`config.mk`:
```
export PLATFORM = sky130hd
export DESIGN_NAME = blit_inner_seq
export DESIGN_NICKNAME = d
export VERILOG_FILES = /design/src/rtl/blit_inner_seq_pkg.sv /design/src/rtl/blit_step_calc.sv /design/src/rtl/blit_inner_seq.sv
export SDC_FILE = /design/constraint.sdc
export NUM_CORES = 1
export LEC_CHECK = 0
export ABC_CLOCK_PERIOD_IN_PS = 8970
export CAP_MARGIN = 30
export CORE_ASPECT_RATIO = 1.1
export CORE_MARGIN = 10
export CORE_UTILIZATION = 53
export CTS_CLUSTER_DIAMETER = 100
export DETAILED_ROUTE_END_ITERATION = 10
export MAX_ROUTING_LAYER = met4
export PLACE_DENSITY = 0.86
export SETUP_SLACK_MARGIN = 0.2
export SLEW_MARGIN = 5
export SYNTH_ARGS = -nofsm -noshare
export SYNTH_HDL_FRONTEND = slang
export SYNTH_SLANG_ARGS = --single-unit
```
`constraint.sdc`:
```
create_clock -name sys_clk -period 8.97 [get_ports sys_clk]
set_input_delay 1.794 -clock sys_clk [delete_from_list [all_inputs] [get_ports sys_clk]]
set_output_delay 1.794 -clock sys_clk [all_outputs]
set_load 0.005 [all_outputs]
```
`src/rtl/blit_inner_seq_pkg.sv`:
```
// Shared blitter definitions: inner sequencer states, pixel size codes and
// phrase geometry used by the step and address logic.
package blit_inner_seq_pkg;

   typedef enum logic [2:0] {
      IDLE  = 3'd0,
      INNER = 3'd1,
      OUTER = 3'd2,
      CHECK = 3'd3,
      DONE  = 3'd4
   } inseq_state_t;

   localparam logic [2:0] PIX1  = 3'd0;
   localparam logic [2:0] PIX2  = 3'd1;
   localparam logic [2:0] PIX4  = 3'd2;
   localparam logic [2:0] PIX8  = 3'd3;
   localparam logic [2:0] PIX16 = 3'd4;
   localparam logic [2:0] PIX32 = 3'd5;

   localparam int PHRASE_BITS = 64;

   // Codes 6 and 7 are reserved and behave as 32 bpp.
   function automatic logic [2:0] pix_clamp(input logic [2:0] pixsize);
      return (pixsize > PIX32) ? PIX32 : pixsize;
   endfunction

endpackage

```
`src/rtl/blit_step_calc.sv`:
```
// Pixels consumed per accepted write: a whole phrase (capped at what is
// left on the line) in phrase mode, otherwise a single pixel.
module blit_step_calc #(
   parameter int CW = 16
) (
   input  logic [CW-1:0] icount,
   input  logic          phrase,
   input  logic [2:0]    pixsize,
   output logic [6:0]    ppp,
   output logic [6:0]    istep
);
   import blit_inner_seq_pkg::*;

   always_comb begin
      ppp   = 7'(PHRASE_BITS) >> pix_clamp(pixsize);
      istep = {6'd0, |icount};
      if (phrase)
         istep = (icount < CW'(ppp)) ? icount[6:0] : ppp;
   end

endmodule

```
`src/rtl/blit_inner_seq.sv`:
```
// Blitter inner-loop sequencer: counts pixels/phrases along a line, strobes
// the outer line counter at line end and finishes once that counter hits zero.
module blit_inner_seq #(
   parameter int CW = 16
) (
   input  logic          sys_clk,
   input  logic          resetl,
   input  logic          countld,
   input  logic [31:0]   gpu_din,
   input  logic          go,
   input  logic          step,
   input  logic          phrase,
   input  logic [2:0]    pixsize,
   input  logic          outer0,
   output logic [CW-1:0] icount,
   output logic [6:0]    istep,
   output logic          inner0,
   output logic          ocntena,
   output logic          busy,
   output logic          done
);
   import blit_inner_seq_pkg::*;

   inseq_state_t  state_q, state_d;
   logic [CW-1:0] icount_q, icount_d;
   logic [CW-1:0] ireload_q;
   logic [CW-1:0] icount_sub;
   logic [6:0]    unused_ppp;

   // Upper write-data bits feed the outer counter, not this block.
   generate
      if (CW < 32) begin : g_din_hi
         logic unused_din_hi;
         assign unused_din_hi = ^gpu_din[31:CW];
      end
   endgenerate

   blit_step_calc #(.CW(CW)) u_step_calc (
      .icount  (icount_q),
      .phrase  (phrase),
      .pixsize (pixsize),
      .ppp     (unused_ppp),
      .istep   (istep)
   );

   // istep never exceeds icount_q, so this cannot wrap.
   assign icount_sub = icount_q - CW'(istep);

   always_ff @(posedge sys_clk or negedge resetl) begin
      if (!resetl) begin
         state_q   <= IDLE;
         icount_q  <= '0;
         ireload_q <= '0;
      end else begin
         state_q  <= state_d;
         icount_q <= icount_d;
         if (countld)
            ireload_q <= gpu_din[CW-1:0];
      end
   end

   always_comb begin
      state_d  = state_q;
      icount_d = icount_q;
      ocntena  = 1'b0;
      done     = 1'b0;
      busy     = 1'b1;
      case (state_q)
         IDLE: begin
            busy = 1'b0;
            if (go) begin
               if (ireload_q != '0) begin
                  icount_d = ireload_q;
                  state_d  = INNER;
               end else begin
                  state_d  = DONE;
               end
            end
         end
         INNER: begin
            if (step) begin
               icount_d = icount_sub;
               if (icount_sub == '0)
                  state_d = OUTER;
            end
         end
         OUTER: begin
            ocntena = 1'b1;
            state_d = CHECK;
         end
         // Extra cycle so outer0 reflects the decrement issued from OUTER.
         CHECK: begin
            if (outer0 || ireload_q == '0) begin
               state_d = DONE;
            end else begin
               icount_d = ireload_q;
               state_d  = INNER;
            end
         end
         DONE: begin
            done    = 1'b1;
            state_d = IDLE;
         end
         default: begin
            busy    = 1'b0;
            state_d = IDLE;
         end
      endcase
   end

   assign icount = icount_q;
   assign inner0 = (icount_q == '0);

endmodule

```
==> out/qor.yml <==
hold_buffers: 0
grt_max_degree: 36
drt_first_iter_violations: 274
tightest_slew_ps: 970.2
netlist_top_cells_area: "dfrtp_1 (33%), mux2_2 (8.5%), ha_1 (6.1%)"
port_buffers: 52
setup_ws_ps: 2375
finalSetupViolations: 0
post_drt_wl_per_cell_um: 17.04
totalWireLength_um: 6764
cts_tree: "done"
cap_violations: 0
met2WireLength_um: 3437
synth.avg_cell_area_um2: 9.123
synth_cell_types: 62
synthTopCellsByCount: "dfrtp_1 (35), o21ai_0 (27), a21oi_1 (25), nor2_1 (25), mux2_2 (20)"
cts_num_sinks: 35
die_w_um: 87.60
crit_type: "in -> out"
critical-path-top-delay-family: "buffers and inverters"
finalHoldViolCount: 0
antenna_found_initial: 0
synth_top_family_by_area: "compound AO/OA/AOI/OAI gates"
clock.fmax_mhz: 151.6
rows: 27
power.density_mw_per_mm2: 296.0
final_layout_size_suffix_gt1_frac: 0.1298
synth_top_area_cell: "dfrtp_1"
seq_area_frac_synth: 0.3288
outcome: "completed"
r2r_slack_ps: 4330
cts.path.max_buffers: 2
cp_common_cell: "clkdlybuf4s50_1"
path_depth: 8
cp-end-kind: "primary output"
place_hpwl_um: 5117
via_count: 2369
ctsResizeCount: 0
drc: 0
fin_crit_ps: 6595
path_cells: "clkdlybuf4s50_1 > or3b_2 > ha_1 > a21oi_1 > o211ai_1 > mux2_2 > nor2b_1 > clkdlybuf4s50_1"
grt_pass1_wl_um: 11570
clk-insertion-delay-late_ps: 290
numCtsBuffers: 5
syn2layout_area_growth_pct: 23.96
initial_core_util: 0.5401
setup_tns_ps: 0
total_power_w: 0.0009773
hold_path_class: "reg -> reg"
ys.flop_type: "dfrtp_1"
netlist.area_leader.share: 0.3288
async_flop_share: 1.000
core_area_mm2: 0.004932
syn-instance-count: 292
timing.final.crit_share: 0.7352
synth_area_mm2: 0.002664
cts_root_buf: "clkbuf_8"
synth_compound_area_frac: 0.2236
fin_area_mm2: 0.003302
drt-met1-wl_um: 2884
yosysMostFrequentCell: "dfrtp_1"
first_pass_iters: 4
met3_length_um: 337
overflow: 0
place_congestion: 0.9356
ant_nets: 0
htree_num_levels: 2
ir_worst_vdd_mv: 0.1675
cp_max_fo: 7
muxShareOfSynthArea: 0.1033
leakagePower_nw: 1.297
final_max_slew_viol_count: 0
cp-start-kind: "input pin"
required_ps: 7180
dpl_cell_area_mm2: 0.003166
fin_hold_ws_ps: 544.6
crit_arrival_ps: 4800
synth_xor_area_frac: 0.01644
ioPinCount: 69
highest_layer: "met4"
rsz0062_at_grt: "false"
grt_pass1_vias: 2435
slew_headroom: 0.3514
via_per_inst: 5.967
critPathMaxStageDelay_ps: 580
ff2ff_path_depth: 15
synth-seq-cells: 35
chipHeight_um: 94.36
antenna_cells: 0
place_ws_ps: 2382
synth_fa_ha_area_frac: 0.06858
post-cts-setup-buffer-count: 0
cts.clk_slew.worst_paths_ps: 70
whs_path_depth: 1
finalNetCount: 394
synth_nets: 348
synth_warnings: 0
fp.dieArea_mm2: 0.008265
synth-edff-count: 0
synth-simple-area-share: 0.2039
finalClockSkew_ps: 9.072
critPathBufInv: 2
grt_use_total: 0.1741
crit_path_top_delay_cell: "o211ai_1"
-- where the power goes --
| part | internal, W | switching (W) | leakage [nW] | total [W] |
|---|---|---|---|---|
| sequential | 0.000201 | 0.0000814 | 0.416 | 0.000282 |
| clock | 0.000111 | 0.0000614 | 0.0644 | 0.000172 |
| combinational | 0.000249 | 0.000274 | 0.817 | 0.000523 |
-- placed cells by master, fill, tap and decap left out, types with 11 or more instances in the layout --
cell and n:
a21oi_1 25, inv_1 11, clkdlybuf4s50_1 52, nor3_1 12
dfrtp_1 35, mux2_2 20, ha_1 13, nand2_1 19
nor2_1 25, o21ai_0 27
-- worst register-to-register path, cell delays in order (launching register included) --
cell,delay [ps]
dfrtp_1,550
nor3_4,300
nand3b_2,210
nor4_2,310
o211ai_1,380
o22ai_1,300
ha_1,220
inv_1,50
fa_1,410
a211oi_1,370
o21bai_1,160
a21oi_1,340
o21ai_0,230
a2111oi_4,380
o211ai_2,180
o2bb2ai_1,140
-- cell type report --
type	instances	area (um^2)
multi-input combinational	231	1640
timing repair buffer	54	535.5
clock inverter	3	67.56
tap	58	72.57
sequential	35	875.8
clock buffer	5	68.82
inverter	11	41.29
fill	392	1630
-- per-layer routing --
metal,vias up,global-route usage
li1,1163,-
met1,1125,0.2163
met2,69,0.2779
met3,12,0.03531
met4,0,0.05186
met5,-,-
-- sequential cells by signal (all words and copies together) (netlist names) --
register	flops
icount	16
ireload_q	16
state_q	3
-- through the flow --
step                      cells    util
final                       397  0.6695
after global routing        397  0.6695
after CTS                   397  0.6695
after detailed placement    389  0.6418
after global placement      389  0.6418
after floorplan             292       -
-- path summary, 6_finish.rpt --
path | startpoint | end
worst max-delay path | pixsize[1] | istep[5]
worst min-delay path | ireload_q[12]$_DFFE_PN0P_ | ireload_q[12]$_DFFE_PN0P_
worst max register to register | icount[7]$_DFFE_PN0P_ | state_q[0]$_DFFE_PN0P_
worst min register to register | ireload_q[12]$_DFFE_PN0P_ | ireload_q[12]$_DFFE_PN0P_
max in group asynchronous | resetl | icount[12]$_DFFE_PN0P_
min in group asynchronous | resetl | icount[10]$_DFFE_PN0P_
-- cell families after synthesis --
logic type	after synthesis
simple gates	98
compound gates	89
flops	35
buf+inv	26
mux	25
fa+ha+maj	14
xor+xnor	5
Note: power is estimated with default switching activity, not from simulation.
